<file path="src/rtl/vga_timing_generator.sv">
// rtl/vga_timing_generator.sv - VGA raster timing generator with nested pixel/line counters
// Status outputs are registered from next-state counts so they align with the counts they describe.
module vga_timing_generator #(
  parameter int   COUNTER_SIZE = 11,
  parameter int   H_VISIBLE    = 1024,
  parameter int   H_FRONT      = 24,
  parameter int   H_SYNC       = 136,
  parameter int   H_BACK       = 160,
  parameter int   V_VISIBLE    = 768,
  parameter int   V_FRONT      = 3,
  parameter int   V_SYNC       = 6,
  parameter int   V_BACK       = 29,
  parameter logic H_SYNC_POL   = 1'b0,
  parameter logic V_SYNC_POL   = 1'b0
) (
  input  logic                    control_clock,
  input  logic                    reset,
  input  logic                    pixel_enable,
  output logic [COUNTER_SIZE-1:0] h_count,
  output logic [COUNTER_SIZE-1:0] v_count,
  output logic                    h_sync,
  output logic                    v_sync,
  output logic                    display_active,
  output logic                    line_start,
  output logic                    frame_start
);

  localparam int H_TOTAL = H_VISIBLE + H_FRONT + H_SYNC + H_BACK;
  localparam int V_TOTAL = V_VISIBLE + V_FRONT + V_SYNC + V_BACK;

  localparam logic [COUNTER_SIZE-1:0] H_LAST       = COUNTER_SIZE'(H_TOTAL - 1);
  localparam logic [COUNTER_SIZE-1:0] V_LAST       = COUNTER_SIZE'(V_TOTAL - 1);
  localparam logic [COUNTER_SIZE-1:0] H_VIS        = COUNTER_SIZE'(H_VISIBLE);
  localparam logic [COUNTER_SIZE-1:0] V_VIS        = COUNTER_SIZE'(V_VISIBLE);
  localparam logic [COUNTER_SIZE-1:0] H_SYNC_FIRST = COUNTER_SIZE'(H_VISIBLE + H_FRONT);
  localparam logic [COUNTER_SIZE-1:0] H_SYNC_LAST  = COUNTER_SIZE'(H_VISIBLE + H_FRONT + H_SYNC - 1);
  localparam logic [COUNTER_SIZE-1:0] V_SYNC_FIRST = COUNTER_SIZE'(V_VISIBLE + V_FRONT);
  localparam logic [COUNTER_SIZE-1:0] V_SYNC_LAST  = COUNTER_SIZE'(V_VISIBLE + V_FRONT + V_SYNC - 1);

  logic [COUNTER_SIZE-1:0] h_count_q, h_count_d;
  logic [COUNTER_SIZE-1:0] v_count_q, v_count_d;
  logic h_sync_q, h_sync_d;
  logic v_sync_q, v_sync_d;
  logic active_q, active_d;
  logic line_start_q, line_start_d;
  logic frame_start_q, frame_start_d;
  logic h_wrap, v_wrap;

  always_comb begin
    // Using >= rather than == also pulls any out-of-range count back to 0.
    h_wrap        = (h_count_q >= H_LAST);
    v_wrap        = (v_count_q >= V_LAST);
    h_count_d     = h_count_q;
    v_count_d     = v_count_q;
    line_start_d  = 1'b0;
    frame_start_d = 1'b0;
    if (pixel_enable) begin
      h_count_d = h_wrap ? '0 : h_count_q + 1'b1;
      if (v_count_q > V_LAST) begin
        v_count_d = '0;
      end else if (h_wrap) begin
        v_count_d = v_wrap ? '0 : v_count_q + 1'b1;
      end
      line_start_d  = h_wrap;
      frame_start_d = h_wrap && v_wrap;
    end
    h_sync_d = ((h_count_d >= H_SYNC_FIRST) && (h_count_d <= H_SYNC_LAST)) ? H_SYNC_POL : ~H_SYNC_POL;
    v_sync_d = ((v_count_d >= V_SYNC_FIRST) && (v_count_d <= V_SYNC_LAST)) ? V_SYNC_POL : ~V_SYNC_POL;
    active_d = (h_count_d < H_VIS) && (v_count_d < V_VIS);
  end

  always_ff @(posedge control_clock) begin
    if (reset) begin
      h_count_q     <= '0;
      v_count_q     <= '0;
      h_sync_q      <= ~H_SYNC_POL;
      v_sync_q      <= ~V_SYNC_POL;
      active_q      <= 1'b1;
      line_start_q  <= 1'b0;
      frame_start_q <= 1'b0;
    end else begin
      h_count_q     <= h_count_d;
      v_count_q     <= v_count_d;
      h_sync_q      <= h_sync_d;
      v_sync_q      <= v_sync_d;
      active_q      <= active_d;
      line_start_q  <= line_start_d;
      frame_start_q <= frame_start_d;
    end
  end

  assign h_count        = h_count_q;
  assign v_count        = v_count_q;
  assign h_sync         = h_sync_q;
  assign v_sync         = v_sync_q;
  assign display_active = active_q;
  assign line_start     = line_start_q;
  assign frame_start    = frame_start_q;

endmodule

</file>
<file path="config.mk">
export PLATFORM = sky130hd
export DESIGN_NAME = vga_timing_generator
export DESIGN_NICKNAME = d
export VERILOG_FILES = /design/src/rtl/vga_timing_generator.sv
export SDC_FILE = /design/constraint.sdc
export NUM_CORES = 1
export LEC_CHECK = 0
export BUFFER_PORTS_ARGS = -buffer_cell sky130_fd_sc_hd__buf_2
export CAP_MARGIN = 30
export CELL_PAD_IN_SITES_DETAIL_PLACEMENT = 0
export CELL_PAD_IN_SITES_GLOBAL_PLACEMENT = 1
export CORE_ASPECT_RATIO = 1.5
export CORE_UTILIZATION = 30
export CTS_CLUSTER_SIZE = 20
export DETAILED_ROUTE_END_ITERATION = 8
export GPL_ROUTABILITY_DRIVEN = 0
export HOLD_SLACK_MARGIN = 0.06
export PLACE_DENSITY_LB_ADDON = 0.1
export SLEW_MARGIN = 40
export SYNTH_ARGS = -nofsm -noshare
export SYNTH_HDL_FRONTEND = slang
export SYNTH_SLANG_ARGS = --single-unit
</file>
<file path="constraint.sdc">
create_clock -name control_clock -period 2.7 [get_ports control_clock]
set_clock_uncertainty 0.15 [all_clocks]
set_input_delay 0.27 -clock control_clock [delete_from_list [all_inputs] [get_ports control_clock]]
set_output_delay 0.27 -clock control_clock [all_outputs]
set_load 0.05 [all_outputs]
</file>
==> results of run 1 <==
metrics by stage:
| step | utilization | total power, mW |
|---|---|---|
| 6_report | 0.4339 | 0.6942 |
| 2_1_floorplan | - | 0.4413 |
| 3_5_place_dp | 0.4163 | 0.4617 |
| 3_3_place_gp | 0.4163 | 0.4604 |
| 5_1_grt | 0.4339 | 0.7225 |
| 4_1_cts | 0.4271 | 0.7090 |
final cells by class:
type	instances	area [um2]
clock buffer	3	41.29
clock inverter	1	6.256
fill	477	2614
inverter	10	42.54
multi-input combinational	141	908.4
sequential	27	554.3
tap	64	80.08
timing repair buffer	59	370.4
routing by layer:
layer / routed length [um] / part of all wire / vias up
li1: - / - / 770
met1: 1604 / 0.38 / 713
met2: 2335 / 0.55 / 42
met3: 141 / 0.033 / 18
met4: 155 / 0.037 / 0
met5: 0 / 0 / -
Yosys cell counts, types with 2 or more instances:
library cell / count / area share
dfxtp_1: 27 / 0.37
nor2_1: 26 / 0.067
a21oi_1: 14 / 0.048
nand2_1: 11 / 0.028
inv_1: 9 / 0.023
nor3_1: 8 / 0.027
o21ai_0: 6 / 0.021
xnor2_1: 6 / 0.036
and3_1: 5 / 0.021
nand3_1: 5 / 0.017
xor2_1: 5 / 0.030
nand4_1: 4 / 0.017
o21a_1: 4 / 0.021
clkbuf_1: 3 / 0.0077
ha_1: 3 / 0.026
nand2b_1: 3 / 0.013
nand3b_1: 3 / 0.015
o21ai_1: 3 / 0.010
o22ai_1: 3 / 0.013
or3_1: 3 / 0.013
a211o_1: 2 / 0.012
a22oi_1: 2 / 0.010
a31oi_1: 2 / 0.0085
mux2i_1: 2 / 0.014
nand4b_1: 2 / 0.012
nor4_1: 2 / 0.0085
o221ai_1: 2 / 0.012
path summary, 6_finish.rpt:
path                                        startpoint                endpoint  slack (ns)  cells after the start
worst max-delay path             v_count[1]$_SDFF_PP0_       v_sync$_SDFF_PP1_        0.06                     10
worst min-delay path                      pixel_enable  v_count[10]$_SDFF_PP0_        0.18                      2
worst max register to register   v_count[1]$_SDFF_PP0_       v_sync$_SDFF_PP1_        0.06                     10
worst min register to register  v_count[10]$_SDFF_PP0_  v_count[10]$_SDFF_PP0_        0.46                      2
cell families after synthesis:
logic type | after synthesis | share of synthesized area
buffers and inverters | 15 | 0.04444
xor gates and xnor gates | 11 | 0.06581
muxes | 2 | 0.01368
DFF | 27 | 0.3692
adders and majority gates | 3 | 0.02564
AOI/OAI and AO/OA | 43 | 0.1829
and+or+nand+nor | 81 | 0.2983
worst max-delay path, cell delays in order (launching register included):
cell	delay, ns
dfxtp_4	0.36
inv_2	0.04
ha_4	0.15
a211o_1	0.25
a211o_1	0.29
a221o_2	0.44
nor2_2	0.19
o22ai_1	0.11
o21ai_0	0.15
mux2i_1	0.10
or3_1	0.31
flip-flops by register name, indices dropped and copies added, names as in the netlist:
name and cells:
h_count 11, frame_start 1, v_count 11, v_sync 1, display_active 1, line_start 1, h_sync 1
what timing repair did:
item / in CTS / in global routing
pin swaps: 0 / 2
gates resized for setup: 1 / 5
setup endpoints to repair: 1 / 1
buffers inserted: 0 / 0
cloned: 0 / 1
power breakdown:
| part | leakage [nW] | internal (mW) | switching (mW) |
|---|---|---|---|
| Clock | 0.0260 | 0.106 | 0.136 |
| Sequential | 0.223 | 0.401 | 0.00201 |
| Combinational | 0.618 | 0.0156 | 0.0342 |
| Total | 0.867 | 0.522 | 0.172 |
==> run summary, run 1 <==
met2 Use GR -> 0.3326
Max Clock Freq -> 379.1 MHz
share of layout cells above drive strength 1 -> 0.3651
Post-Synthesis Cells -> 182
Seq cells post-synth -> 27
antenna violations before repair -> 0
CORE AREA -> 4617 um2
hold slack -> 0.1787 ns
Setup WS pre-CTS -> -0.02100 ns
DP HPWL -> 3323 um
YS warnings -> 0
aggregate global-route resource usage -> 0.1719
relative slew slack -> 0.7147
met3 usage -> 0.02659
Worst Setup Start Kind -> register
power per cell area -> 346.6 nW/um2
clock slew at reported path FFs -> 0.10 ns
total congestion overflow -> 0
Die Span Y -> 87.56 um
n_diodes -> 0
Worst EP arrival -> 2.66 ns
Post-CTS Hold Fix Bufs -> 0
leak pwr -> 0.8669 nW
most common cell after layout, fill and taps aside -> buf_4
number of DRC markers after the initial detailed-route iteration -> 47
crit end category -> register
final period utilization -> 0.9771
actual slew at the worst max-slew pin -> 0.4279 ns
Placed Area -> 1922 um2
row cnt -> 30
Final Instance Count excl. Fillers -> 305
dpl cells -> 300
M1 GR Usage -> 0.1692
Via Count -> 1543
# DRC -> 0
IO Port Bufs -> 29
Die Area -> 5169 um2
nets -> 248
ys async rst share -> 0
Via density -> 5.059
Layout area overhead -> 36.84%
Peak VDD IR -> 0.2281 mV
Clock Sinks -> 27
Setup-failing EPs final -> 0
initial core utilization -> 0.3171
most frequent cells in the layout -> buf_4, buf_2, nor2_1
Worst EP required -> 2.72 ns
final slew viol count -> 0
vias in the first global route -> 1478
Synth cell types -> 44
syn_nets -> 188
setup_tns -> 0 ns
CTS tree -> done
MaxCap Viol Count -> 0
Post-Syn Area -> 1464 um2
CTS Root Cell -> clkbuf_8
fin area -> 2003 um2
IO Count -> 30
ANT nets after route -> 0
Tmin final -> 2.638 ns
Num CTS Buffers -> 3
routed wire length -> 4236 um
Detailed Routing Iterations Pass 1 -> 4
layer with the highest usage -> met2
post-layout worst setup margin -> 0.06196 ns
die width -> 59.04 um
wire length of the first global-routing pass -> 6741 um
H-tree depth -> 1
clock tree buffer depth -> 2
Final Hold Viols -> 0
crit-path max FO -> 5
critical path type -> register to register
wire per inst -> 13.89 um
class of the worst hold path -> primary input to register
EDFF count, synth -> 0
Top FF cell, synth -> dfxtp_1
largest net degree at the start of global routing -> 17
register area share after synthesis -> 0.3692
outcome -> finished, final reports clean
Syn Area/Cell -> 8.043 um2
unrepaired setup endpoints after global routing -> no
insertion delay to the later sink of the worst-skew pair -> 0.28 ns
Power figures use the tool's default switching activity.
==> run 2: changes to the inputs <==
Clock period 2.7 ns to 2.8 ns, I/O delays scaled along.
==> run 2 against run 1 <==
  * Global-route usage rose by 0.48 points
  * Critical path type unchanged
  * Utilization fell by 3.0 points
  * Largest power group unchanged
  * Clock power fell by 4%
  * First-iteration DRC count rose by 85%
==> run summary, run 2 (same netlist as run 1, synthesis figures left out) <==
leak pwr -> 0.7879 nW
Worst Setup Start Kind -> register
Worst EP required -> 2.88 ns
Detailed Routing Iterations Pass 1 -> 4
routed wire length -> 4200 um
Critical-path top delay cell -> a221o_2
IO Count -> 30
Setup-failing EPs final -> 0
IO Port Bufs -> 29
antenna violations before repair -> 0
n_diodes -> 0
final period utilization -> 0.9518
Num CTS Buffers -> 3
Post-CTS Hold Fix Bufs -> 0
Peak VDD IR -> 0.2345 mV
vias in the first global route -> 1487
Via density -> 5.062
multi-input logic area -> 882.1 um2
H-tree depth -> 1
most common cell after layout, fill and taps aside -> buf_2
final slew viol count -> 0
Tmin final -> 2.665 ns
crit end category -> register
Worst path max stage delay -> 0.47 ns
crit-path max FO -> 6
Final Hold Viols -> 0
Max Clock Freq -> 375.2 MHz
most frequent cells in the layout -> buf_2, nor2_1, dfxtp_1
fin area -> 1864 um2
Layout area overhead -> 27.35%
critical path's most frequent cell -> a211o_1
Worst EP arrival -> 2.75 ns
unrepaired setup endpoints after global routing -> no
ANT nets after route -> 0
FILL cells -> 514
Critical Path, Cell by Cell -> inv_2, ha_2, a211o_1, a211o_1, a221o_2, buf_6, or2_1, or3_4, nand4_1, or3_1
Die Area -> 5169 um2
number of DRC markers after the initial detailed-route iteration -> 87
wire length of the first global-routing pass -> 6872 um
die width -> 59.04 um
Reg area -> 550.5 um2
nets -> 233
CORE AREA -> 4617 um2
power per cell area -> 354.9 nW/um2
initial core utilization -> 0.3171
Placed Area -> 1783 um2
Design Power -> 661.7 uW
total congestion overflow -> 0
outcome -> finished, final reports clean
row cnt -> 30
Clock Sinks -> 27
share of layout cells above drive strength 1 -> 0.3009
clock slew at reported path FFs -> 0.10 ns
class of the worst hold path -> primary input to register
dpl cells -> 285
CTS tree -> done
largest net degree at the start of global routing -> 17
setup_tns -> 0 ns
clock tree buffer depth -> 2
MaxCap Viol Count -> 0
CTS Root Cell -> clkbuf_8
aggregate global-route resource usage -> 0.1767
actual slew at the worst max-slew pin -> 0.4434 ns
critical path type -> register to register
Setup WS pre-CTS -> 0.04270 ns
Via Count -> 1468
fin util -> 0.4038
hold slack -> 0.1882 ns
relative slew slack -> 0.7044
post-layout worst setup margin -> 0.1351 ns
DP HPWL -> 3222 um
insertion delay to the later sink of the worst-skew pair -> 0.28 ns
Die Span Y -> 87.56 um
Final Instance Count excl. Fillers -> 290
# DRC -> 0
wire per inst -> 14.48 um
## run 2: power by group
| part | leakage (nW) | internal [mW] | switching [mW] |
|---|---|---|---|
| logic | 0.544 | 0.0101 | 0.0288 |
| registers | 0.221 | 0.386 | 0.00457 |
| clock network | 0.0228 | 0.102 | 0.129 |
| total | 0.788 | 0.499 | 0.163 |
## run 2: area by class of cell
type,instances,area share
well taps,64,0.04295
inverters,10,0.02013
clock buffers,4,0.02416
repair buffers,45,0.1443
flip-flops and latches,27,0.2953
multi-input cells,140,0.4732
## run 2: worst max-delay path, delay by kind of cell, from the launching register on
| kind | cells | cell delay, ns |
|---|---|---|
| compound gates | 3 | 0.98 |
| buf+inv | 2 | 0.20 |
| simple gates | 4 | 0.75 |
| fa+ha+maj | 1 | 0.16 |
| flops | 1 | 0.37 |
## run 2: timing repair
action	CTS	global route
setup endpoints to repair	0	2
hold endpoints to repair	0	0
resized for setup	0	11
setup buffers	0	1
## run 2: routing by layer
layer	track usage	share of wire	vias up
li1	-	-	736
met1	0.1935	0.41	679
met2	0.3223	0.54	42
met3	0.02363	0.030	11
met4	0.09307	0.026	0
met5	0	0	-
## run 2: path summary, 6_finish.rpt
check                        start  depth (start not counted)                endpoint  slack [ns]
min                   pixel_enable                          2  v_count[10]$_SDFF_PP0_        0.19
max          v_count[1]$_SDFF_PP0_                         10       v_sync$_SDFF_PP1_        0.14
max reg2reg  v_count[1]$_SDFF_PP0_                         10       v_sync$_SDFF_PP1_        0.14
min reg2reg  h_count[1]$_SDFF_PP0_                          2   h_count[1]$_SDFF_PP0_        0.41
==> run 3: changes to the inputs <==
Settings changed: SETUP_SLACK_MARGIN set to 0.3.
Clock period 2.8 ns to 3.4 ns, I/O delays scaled along.
==> run 3 against run 2 <==
  * Cell area fell by 7.9%
  * Maximum frequency fell by 9.3%
  * Utilization fell by 3.2 points
  * Largest power group unchanged
  * Non-clock buffer count fell by 16
  * Setup slack improved by 0.33 ns
  * Critical path type unchanged
  * Global-route usage fell by 1.1 points
==> run summary, run 3 (same netlist as run 1, synthesis figures left out) <==
# DRC -> 0
Layout area overhead -> 17.27%
hold depth -> 2
aggregate global-route resource usage -> 0.1658
Die Area -> 5169 um2
Peak VDD IR -> 0.1178 mV
Via Count -> 1399
crit-path max FO -> 11
Max Clock Freq -> 340.4 MHz
metal1 wirelength -> 1594 um
H-tree depth -> 1
Tmin final -> 2.937 ns
Worst EP arrival -> 2.95 ns
setup_tns -> 0 ns
final period utilization -> 0.8639
nets -> 217
wire length of the first global-routing pass -> 6417 um
most frequent cells in the layout -> buf_2, dfxtp_1, nor2_1
number of DRC markers after the initial detailed-route iteration -> 41
relative slew slack -> 0.6616
Max Used Layer -> met4
die width -> 59.04 um
Num CTS Buffers -> 3
ANT nets after route -> 0
row cnt -> 30
vias in the first global route -> 1398
leak pwr -> 0.7013 nW
routed wire length -> 3928 um
post-layout worst setup margin -> 0.4627 ns
power per cell area -> 313.5 nW/um2
clock slew at reported path FFs -> 0.09 ns
Setup WS pre-CTS -> 0.4243 ns
antenna violations before repair -> 0
Final Hold Viols -> 0
actual slew at the worst max-slew pin -> 0.5042 ns
critical path type -> register to register
DP HPWL -> 3050 um
Worst EP required -> 3.41 ns
class of the worst hold path -> primary input to register
Clock Sinks -> 27
total congestion overflow -> 0
CORE AREA -> 4617 um2
share of layout cells above drive strength 1 -> 0.1952
Via density -> 5.106
Post-CTS Hold Fix Bufs -> 0
reg2reg path depth -> 9
outcome -> finished, final reports clean
CTS tree -> done
wire per inst -> 14.34 um
final slew viol count -> 0
metal2 WL -> 2088 um
met3 wire len -> 133 um
hold slack -> 0.2641 ns
crit end category -> register
largest net degree at the start of global routing -> 17
most common cell after layout, fill and taps aside -> buf_2
Setup-failing EPs final -> 0
Die Span Y -> 87.56 um
IO Port Bufs -> 29
IO Count -> 30
MaxCap Viol Count -> 0
initial core utilization -> 0.3171
clock tree buffer depth -> 2
Detailed Routing Iterations Pass 1 -> 4
Worst Setup Start Kind -> register
CTS Root Cell -> clkbuf_8
insertion delay to the later sink of the worst-skew pair -> 0.28 ns
n_diodes -> 0
unrepaired setup endpoints after global routing -> no
-- run 3: cell types whose count changed in the layout (fill, tap and decap cells not counted), sizes merged --
cell,previous run,this run
buf,45,29
clkinv,0,2
clkbuf,4,3
inv,10,9
-- run 3: path summary, 6_finish.rpt --
kind                                from  slack, ns                      to
setup / recovery   v_count[1]$_SDFF_PP0_       0.46       v_sync$_SDFF_PP1_
hold / removal                     reset       0.26   line_start$_SDFF_PP0_
setup reg to reg   v_count[1]$_SDFF_PP0_       0.46       v_sync$_SDFF_PP1_
hold reg to reg   v_count[10]$_SDFF_PP0_       0.41  v_count[10]$_SDFF_PP0_
-- run 3: power breakdown --
| group | internal [mW] | switching [mW] | leakage (nW) |
|---|---|---|---|
| registers | 0.319 | 0.00399 | 0.218 |
| logic | 0.00731 | 0.0231 | 0.458 |
| clock network | 0.0823 | 0.103 | 0.0255 |
-- run 3: metal layers --
metal / vias up / GRT usage
met3: 11 / 0.02806
met4: 0 / 0.09524
met1: 654 / 0.1700
met2: 30 / 0.3079
met5: - / 0
li1: 704 / -
-- run 3: final cells by class --
cell class / instances / area (um2)
inverters: 10 / 37.54
well taps: 64 / 80.08
multi-input cells: 140 / 867.1
clock inverters: 1 / 5.005
clock buffers: 3 / 41.29
fillers: 519 / 2900
repair buffers: 29 / 145.1
flip-flops and latches: 27 / 540.5
-- run 3: metrics by stage --
| stage | util | area (um2) | total power [mW] | instances |
|---|---|---|---|---|
| finish | 0.3718 | 1717 | 0.5381 | 274 |
| detailed placement | 0.3599 | 1662 | 0.3604 | 270 |
| global placement | 0.3599 | 1662 | 0.3598 | 270 |
| global route | 0.3718 | 1717 | 0.5648 | 274 |
| floorplan | - | 1464 | 0.3505 | 182 |
| CTS | 0.3699 | 1708 | 0.5479 | 274 |
-- run 3: repair_timing --
action	in CTS	in global routing
hold endpoints to repair	0	0
endpoints found under the setup margin	0	1
resized for setup	0	3
buffers inserted	0	0
-- run 3: critical path: stages (launching register included) --
cell      delay (ns)
dfxtp_1         0.41
inv_1           0.08
ha_1            0.19
a211o_1         0.26
a211o_1         0.29
a221o_2         0.47
clkinv_1        0.13
o21ai_1         0.11
or3_1           0.36
or3_1           0.37
